**config.mk**
```make
export PLATFORM = sky130hd
export DESIGN_NAME = apb_cmd_master
export DESIGN_NICKNAME = d
export VERILOG_FILES = /design/src/rtl/apb_cmd_master.sv
export SDC_FILE = /design/constraint.sdc
export NUM_CORES = 1
export LEC_CHECK = 0
export CAP_MARGIN = 20
export CELL_PAD_IN_SITES_DETAIL_PLACEMENT = 1
export CELL_PAD_IN_SITES_GLOBAL_PLACEMENT = 1
export CORE_UTILIZATION = 28
export DETAILED_ROUTE_END_ITERATION = 7
export PLACE_DENSITY = 0.87
export SYNTH_ARGS = -nofsm -noshare
export SYNTH_HDL_FRONTEND = slang
export SYNTH_SLANG_ARGS = --single-unit
```
**constraint.sdc**
```tcl
create_clock -name pclk -period 2 [get_ports pclk]
set_input_delay 0.2 -clock pclk [delete_from_list [all_inputs] [get_ports pclk]]
set_output_delay 0.2 -clock pclk [all_outputs]
set_load 0.005 [all_outputs]
```
**src/rtl/apb_cmd_master.sv**
```systemverilog
// apb_cmd_master: single-outstanding command-to-APB requester with response handshake and access timeout
module apb_cmd_master #(
    parameter int ADDR_WIDTH     = 32,
    parameter int DATA_WIDTH     = 32,
    parameter int TIMEOUT_CYCLES = 16
) (
    input  logic                  pclk,
    input  logic                  preset,
    input  logic                  cmd_valid,
    output logic                  cmd_ready,
    input  logic                  cmd_write,
    input  logic [ADDR_WIDTH-1:0] cmd_addr,
    input  logic [DATA_WIDTH-1:0] cmd_wdata,
    output logic                  rsp_valid,
    input  logic                  rsp_ready,
    output logic [DATA_WIDTH-1:0] rsp_rdata,
    output logic                  rsp_timeout,
    output logic [ADDR_WIDTH-1:0] paddr,
    output logic                  psel,
    output logic                  penable,
    output logic                  pwrite,
    output logic [DATA_WIDTH-1:0] pwdata,
    input  logic [DATA_WIDTH-1:0] prdata,
    input  logic                  pready
);
    typedef enum logic [1:0] {IDLE, SETUP, ACCESS, RESP} state_t;
    localparam bit       TO_EN   = TIMEOUT_CYCLES != 0;
    localparam logic [7:0] TO_LAST = 8'(TIMEOUT_CYCLES - 1);
    state_t     state, state_n;
    logic [7:0] wait_cnt;
    logic       timed_out;
    assign cmd_ready = state == IDLE;
    assign timed_out = TO_EN && wait_cnt == TO_LAST;
    // state register; reset abandons any transfer in flight
    always_ff @(posedge pclk) begin
        state <= preset ? IDLE : state_n;
    end
    // next-state decode; pready beats timeout in the last permitted cycle
    always_comb begin
        state_n = state;
        case (state)
            IDLE:    state_n = cmd_valid ? SETUP : IDLE;
            SETUP:   state_n = ACCESS;
            ACCESS:  state_n = (pready || timed_out) ? RESP : ACCESS;
            RESP:    state_n = rsp_ready ? IDLE : RESP;
            default: state_n = IDLE;
        endcase
    end
    // registered APB and response outputs derived from the upcoming state
    always_ff @(posedge pclk) begin
        if (preset) begin
            psel        <= 1'b0;
            penable     <= 1'b0;
            pwrite      <= 1'b0;
            paddr       <= '0;
            pwdata      <= '0;
            rsp_valid   <= 1'b0;
            rsp_rdata   <= '0;
            rsp_timeout <= 1'b0;
            wait_cnt    <= '0;
        end else begin
            psel      <= state_n == SETUP || state_n == ACCESS;
            penable   <= state_n == ACCESS;
            rsp_valid <= state_n == RESP;
            if (state == IDLE && cmd_valid) begin
                paddr    <= {cmd_addr[ADDR_WIDTH-1:2], 2'b00};
                pwrite   <= cmd_write;
                pwdata   <= cmd_write ? cmd_wdata : '0;
                wait_cnt <= '0;
            end
            if (state == ACCESS) begin
                if (pready) begin
                    rsp_rdata   <= pwrite ? '0 : prdata;
                    rsp_timeout <= 1'b0;
                end else if (timed_out) begin
                    rsp_rdata   <= '0;
                    rsp_timeout <= 1'b1;
                end else begin
                    wait_cnt <= wait_cnt + 8'd1;
                end
            end
        end
    end
endmodule

```
After elaboration in Yosys (flattened, before gate mapping)
Index checks and enable logic that the tools add are counted.

word-level totals
  bits in registers = 109

operators by class
  $add $sub $neg = 1
  equality and inequality tests = 7
  multiplexer cells = 14
  reduce and logical (&&, ||, !) cells = 6

operator list
  operator                                             count
  two-way mux 32 bit                                   4
  two-way mux 8 bit                                    4
  adder 8 x 1 -> 8 bit, second input constant          1
  equality test 2 bit, second input constant           4
  equality test 8 x 4 -> 1 bit, second input constant  1
  case mux 2 bit (4 select lines)                      1
  equality test 2 x 1 -> 1 bit, second input constant  2
  two-way mux 1 bit                                    4
  logical NOT 2 bit                                    1
  logical OR 1 bit                                     2
  two-way mux 2 bit                                    1
  AND reduction 2 bit                                  1
  nonzero test 2 bit                                   1
  logical AND 1 bit                                    1

Depth between registers and ports, before layout
Gate-level depths: netlist of run 1.

  depth in word-level cells = 6
  gate-level depth with buffers = 8
  depth with buffers taken out = 7

Worst setup path before layout of run 1
Ideal clock, no wire load.

  kind = register -> register
  start = register wait_cnt[0]
  end = register wait_cnt[7]
  library setup time = 74 ps
  data arrival time = 1,617 ps
  required time = 1,926 ps
  path slack = 308 ps
  stages on the path, launching flop included = 7
  cells stage by stage = dfxtp_1 > ha_1 > and3_4 > buf_6 > a211o_1 > or3_1 > a31oi_1

on the way
  longest elaborated chain between the ends = 4

RTL lines
  what                                                                         line    source
  start, declared                                                              30      logic [7:0] wait_cnt;
  start signal, assigned                                                       79      wait_cnt <= wait_cnt + 8'd1;
  adder 8 x 1 -> 8 bit / equality test 8 x 4 -> 1 bit (equally long branches)  79, 33
  two-way mux 8 bit (*)                                                        75      end else if (timed_out) begin
  two-way mux 8 bit (*)                                                        72      if (pready) begin
  two-way mux 8 bit (*)                                                        71      if (state == ACCESS) begin

Every way passes the cells marked *; elsewhere a longest branch is shown, timed or not.
A chain may end at the register's enable or synchronous reset.

Worst setup path after layout of run 1
  start = register wait_cnt[0]
  end = register wait_cnt[3]

The elaborated chain is that of the path after synthesis.

==> results.yml, run 1 <==
setup_path:
  r2r_end: "wait_cnt[3]"
  path_buf_inv: 0
  worstRegToRegCells: 5
  worstPathCellList: "ha_1, and3_4, a211o_1, a31o_1, a311oi_1"
  crit_type: "flip-flop to flip-flop"
  arrival_ns: 2.09
  critPathTopFamily: "compound AO/OA/AOI/OAI gates"
  crit_slowest_cell: "a211o_1"
  critPathMaxStageDelay_ns: 0.38
  cp_max_fo: 7
  r2r_slack_ns: 0.16
  start_kind: "flip-flop"
  critPathCaptureType: "flip-flop"
  worstPathRequired_ns: 2.25
  r2r_start: "wait_cnt[0]"
run_status:
  status: "finished clean"
job:
  drv_cap: 0
clock_network:
  cts_made_buffers: 9
  postCtsSetupRepairBufs: 0
  htree_levels: 3
  holdBufCountCts: 0
  cts_resized: 0
  cts_root_buffer: "clkbuf_16"
  clk-insertion-delay-late_ns: 0.35
  numClockSinks: 109
  clk_pin_slew_ns: 0.07
  cts.path.max_buffers: 2
  tritoncts: "done"
synth:
  synth_area_per_cell_sq_um: 8.20
  ys_seq_area_frac: 0.533
  synth_seq_cells: 109
  synth_most_common_cell: "nand2_1"
  synth_cell_types: 44
  async_reset_ff_frac: 0
  synth_ff_type: "dfxtp_1"
  yosysWarnings: 0
  synth_edf_count: 0
  synth_area_leaders: "dfxtp_1 (53%), nand2_1 (12%), a21oi_1 (12%), nand3_1 (4.2%), o21ai_0 (4.0%)"
  netlist_instances: 499
  netlist_area_sq_um: 4090
  yosysTopAreaCell: "dfxtp_1"
  synth_commonest_cells: "nand2_1 (132), dfxtp_1 (109), a21oi_1 (97)"
  synth_top_cell_area_share: 0.533
route:
  ant_nets: 0
  first_pass_iters: 4
  routedWlPerCell_um: 15.9
  drt-total-wl_mm: 13.7
  drcViolationCount: 0
  drt-initial-drc-count: 124
  routed_via_density: 4.90
  dr_total_vias: 4235
placed_design:
  place_congestion: 0.760
  portBuffers: 199
  dp_slack_ns: 0.0969
  placed_cell_area_sq_um: 6260
  dp_cells: 848
  hpwlAfterDp_mm: 10.0
timing:
  finalCriticalPeriod_ns: 1.84
  rsz0062_at_grt: "false"
  setup_slack_ns: 0.163
  setup_tns_ns: 0
  fmax_ghz: 0.544
  setup_viol: 0
  fin_crit_sh: 0.919
  finalClockSkew_ns: 0.0103
  hold_viol_final: 0
  hold_slack_ns: 0.285
  report.final.slew_viol_count: 0
min_path:
  min_to: "wait_cnt[1]"
  hold_path_depth: 2
  hp-start: "preset"
  hp-class: "input pin to flip-flop"
grt:
  grtUsageTotal: 0.183
  grt_pass1_vias: 4376
  grt-ovfl-total: 0
  antenna_found_initial: 0
  grt_max_degree: 49
  grt_pass1_wl_mm: 21.4
layout:
  fin_util: 0.466
  antenna_cells: 0
  multi_input_area_sq_um: 1720
  final_cells: 864
  regArea_sq_um: 2180
  area_growth_pct: 60.0
  layout-drive-gt1-share: 0.0526
  finalInstanceArea_sq_um: 6550
  fill_cells: 1613
  nNetsFinal: 784
die:
  fp.dieW_um: 123
  ios: 204
  coreArea_sq_um: 14000
  die_area_sq_um: 15100
  fp-row-count: 43
  dieHeight_um: 123
  initial_core_util: 0.291
power:
  p_leak_nw: 2.28
  vdd_ir_drop_max_mv: 0.347
  finalPower_mw: 4.90
  power.density_nw_per_um2: 749
==> cell type report <==
type / instances / area share
tap: 180 / 0.0344
sequential: 109 / 0.333
inverter: 1 / 0.000573
clock inverter: 3 / 0.00401
multi-input combinational: 346 / 0.263
timing repair buffer: 212 / 0.325
clock buffer: 13 / 0.0398
==> power by group <==
part | internal (mW) | leakage [nW] | switching [mW] | total (mW)
Clock | 0.927 | 0.141 | 0.797 | 1.72
Combinational | 0.468 | 1.25 | 0.367 | 0.835
Sequential | 2.28 | 0.887 | 0.0678 | 2.35
Total | 3.67 | 2.28 | 1.23 | 4.90
==> state kept, by name (all words and copies together), names as in the netlist <==
register and flops:
paddr 30, pwrite 1, rsp_rdata 32, state 2, penable 1, wait_cnt 8
psel 1, rsp_valid 1, rsp_timeout 1, pwdata 32
==> worst reg2reg max path, stage by stage, from the launching register on <==
cell and delay, ns:
dfxtp_1 0.37, ha_1 0.26, and3_4 0.22, a211o_1 0.38
a31o_1 0.23, a311oi_1 0.28
==> layer usage <==
| metal | wire [um] | GRT usage | up-vias |
|---|---|---|---|
| met5 | 0 | 0 | - |
| met4 | 257 | 0.0793 | 0 |
| met3 | 1100 | 0.0646 | 23 |
| met2 | 7060 | 0.328 | 149 |
| met1 | 5320 | 0.193 | 2022 |
| li1 | - | - | 2041 |
==> cell usage in the layout, fill, tap and decap left out, drive strengths merged, types with 2 or more instances in the layout <==
cell           count
clkdlybuf4s50    198
nand2            132
dfxtp            109
a21oi             97
nand3             34
o21ai             33
buf               14
clkbuf            13
nor2               8
a31oi              3
nor2b              3
ha                 3
nor3b              3
inv                3
a211oi             2
nand4              2
nor3               2
mux2i              2
conb               2
and3               2
==> logic make-up after synthesis <==
kind of cell	synth area share
simple gates	0.214
compound gates	0.183
flops	0.533
buf+inv	0.0496
fa+ha+maj	0.00918
mux	0.00765
other cells	0.000917
xor+xnor	0.00214
==> worst max-delay path by stage <==
| stage | start | to | slack [ns] | cells past startpoint |
|---|---|---|---|---|
| floorplan | wait_cnt[0] | wait_cnt[7] | 0.31 | 6 |
| global route | wait_cnt[0] | wait_cnt[3] | 0.07 | 5 |
| global placement | cmd_valid | wait_cnt[0] | 0.17 | 5 |
| detailed placement | cmd_valid | wait_cnt[0] | 0.1 | 5 |
| finish | wait_cnt[0] | wait_cnt[3] | 0.16 | 5 |
| CTS | wait_cnt[0] | wait_cnt[3] | 0.17 | 5 |
(Power assumes the default switching activity.)
==> run 2: changes to the inputs <==
CORE_UTILIZATION = 25   (was 28)
PLACE_DENSITY = 0.82   (was 0.87)
clock period = 1.5 ns   (was 2 ns; I/O delays follow)
==> results.yml, run 2 (same netlist as run 1, synthesis figures left out) <==
run_status:
  violations: "negative setup slack"
  status: "complete, but fails checks"
timing:
  setup_tns_ns: -0.939
  finalClockSkew_ns: 0.00442
  setup_viol: 28
  hold_slack_ns: 0.137
  rsz0062_at_grt: "true"
  report.final.slew_viol_count: 0
  finalCriticalPeriod_ns: 1.58
  fin_crit_sh: 1.05
  setup_slack_ns: -0.0750
  hold_viol_final: 0
  fmax_ghz: 0.635
die:
  dieHeight_um: 130
  ios: 204
  coreArea_sq_um: 15900
  initial_core_util: 0.257
  fp.dieW_um: 130
  fp-row-count: 46
  die_area_sq_um: 16900
grt:
  antenna_found_initial: 0
  grt_pass1_wl_mm: 22.4
  grtUsageTotal: 0.175
  grt_max_degree: 47
  grt-ovfl-total: 0
  grt_pass1_vias: 4343
setup_path:
  critPathMaxStageDelay_ns: 0.35
  worstPathRequired_ns: 1.77
  r2r_slack_ns: -0.08
  crit_type: "flip-flop to flip-flop"
  arrival_ns: 1.85
  cp_max_fo: 16
  r2r_start: "wait_cnt[0]"
  worstRegToRegCells: 7
  critPathTopFamily: "compound AO/OA/AOI/OAI gates"
  worstPathCellList: "ha_4, and3_4, buf_6, a21oi_4, buf_12, o21ai_1, a21oi_1"
  r2r_end: "rsp_rdata[0]"
  path_buf_inv: 2
  start_kind: "flip-flop"
  critPathCaptureType: "flip-flop"
  crit_slowest_cell: "dfxtp_4"
route:
  first_pass_iters: 4
  dr_total_vias: 4275
  routed_via_density: 4.59
  drcViolationCount: 0
  drt-initial-drc-count: 205
  drt-total-wl_mm: 14.8
  ant_nets: 0
  routedWlPerCell_um: 15.9
clock_network:
  tritoncts: "done"
  cts_root_buffer: "clkbuf_16"
  cts_made_buffers: 9
  clk_pin_slew_ns: 0.07
  htree_levels: 3
  clk-insertion-delay-late_ns: 0.35
  numClockSinks: 109
  cts.path.max_buffers: 2
min_path:
  min_to: "pwrite"
  hp-class: "input pin to flip-flop"
  hp-start: "preset"
  hold_path_depth: 2
power:
  combPwrFrac: 0.198
  sw_frac_of_total: 0.257
  seqPwrFrac: 0.452
  power.share.clock: 0.350
  finalPower_mw: 6.88
  p_switching_mw: 1.77
  vdd_ir_drop_max_mv: 0.552
  power.density_nw_per_um2: 967
  internal_power_mw: 5.11
  p_leak_nw: 2.52
placed_design:
  place_congestion: 0.743
  portBuffers: 199
  hpwlAfterDp_mm: 10.5
  dp_slack_ns: -0.284
layout:
  area_growth_pct: 73.8
  final_cell_mix: "clkdlybuf4s50_1 (197), nand2_1 (131), dfxtp_1 (104), a21oi_1 (96), nand3_1 (34)"
  layout-drive-gt1-share: 0.124
  nNetsFinal: 815
  fin_util: 0.446
  reg_top3: "pwdata (32), rsp_rdata (32), paddr (30)"
  final_common_cell: "clkdlybuf4s50_1"
  antenna_cells: 0
job:
  drv_cap: 0
[run 2: cell count changes in the layout (fill, tap and decap cells not counted), sizes merged]
cell	before	now
buf	14	44
clkinv	1	5
clkbuf	13	10
inv	3	1
bufinv	0	1
clkdlybuf4s50	198	197
clkinvlp	0	1
dlygate4sd2	0	1
[run 2: area by class of cell]
class	count	area (sq um)
fillers	1853	8830
repair buffers	243	2530
inverters	1	3.75
flip-flops and latches	109	2190
multi-input cells	346	1820
well taps	216	270
clock buffers	9	225
clock inverters	7	66.3
[run 2: routing by layer]
metal / up-vias / routed length, um / GRT usage
met4: 0 / 361 / 0.0670
met3: 21 / 983 / 0.0652
met5: - / 0 / 0
met2: 106 / 7540 / 0.307
li1: 2104 / - / -
met1: 2044 / 5920 / 0.190
[run 2: per-stage QoR]
stage	cell area (sq um)	cells
finish	7110	931
global route	7110	931
CTS	7010	929
detailed placement	6660	909
global placement	6660	909
floorplan	4130	500
[run 2: power by group through the flow]
stage          logic, mW  clock network, mW  registers, mW
2_1_floorplan      0.423                  0           3.18
3_3_place_gp        1.27                  0           3.17
3_5_place_dp        1.29                  0           3.18
4_1_cts             1.32               2.50           3.11
5_1_grt             1.47               2.62           3.12
6_report            1.36               2.41           3.11
[run 2: worst max path at each step]
| stage | startpoint | end | slack [ns] | depth (start not counted) |
|---|---|---|---|---|
| after floorplan | wait_cnt[0] | wait_cnt[7] | -0.15 | 6 |
| after CTS | wait_cnt[0] | rsp_valid | -0.08 | 7 |
| final | wait_cnt[0] | rsp_rdata[0] | -0.08 | 7 |
| after detailed placement | cmd_valid | psel | -0.28 | 5 |
| after global placement | cmd_valid | wait_cnt[1] | -0.25 | 6 |
| after global routing | wait_cnt[0] | wait_cnt[7] | -0.15 | 5 |
[run 2: worst register-to-register path, stage by stage (launching register included)]
cell and delay [ns]:
dfxtp_4 0.35, ha_4 0.15, and3_4 0.19, buf_6 0.13, a21oi_4 0.20, buf_12 0.19
o21ai_1 0.09, a21oi_1 0.19
[run 2: repair_timing]
action / in CTS / in global routing
cloned: 0 / 1
buffers inserted: 4 / 2
pin swaps: 8 / 6
hold buffers: 0 / 0
gates resized for setup: 9 / 49
endpoints found under the setup margin: 6 / 46
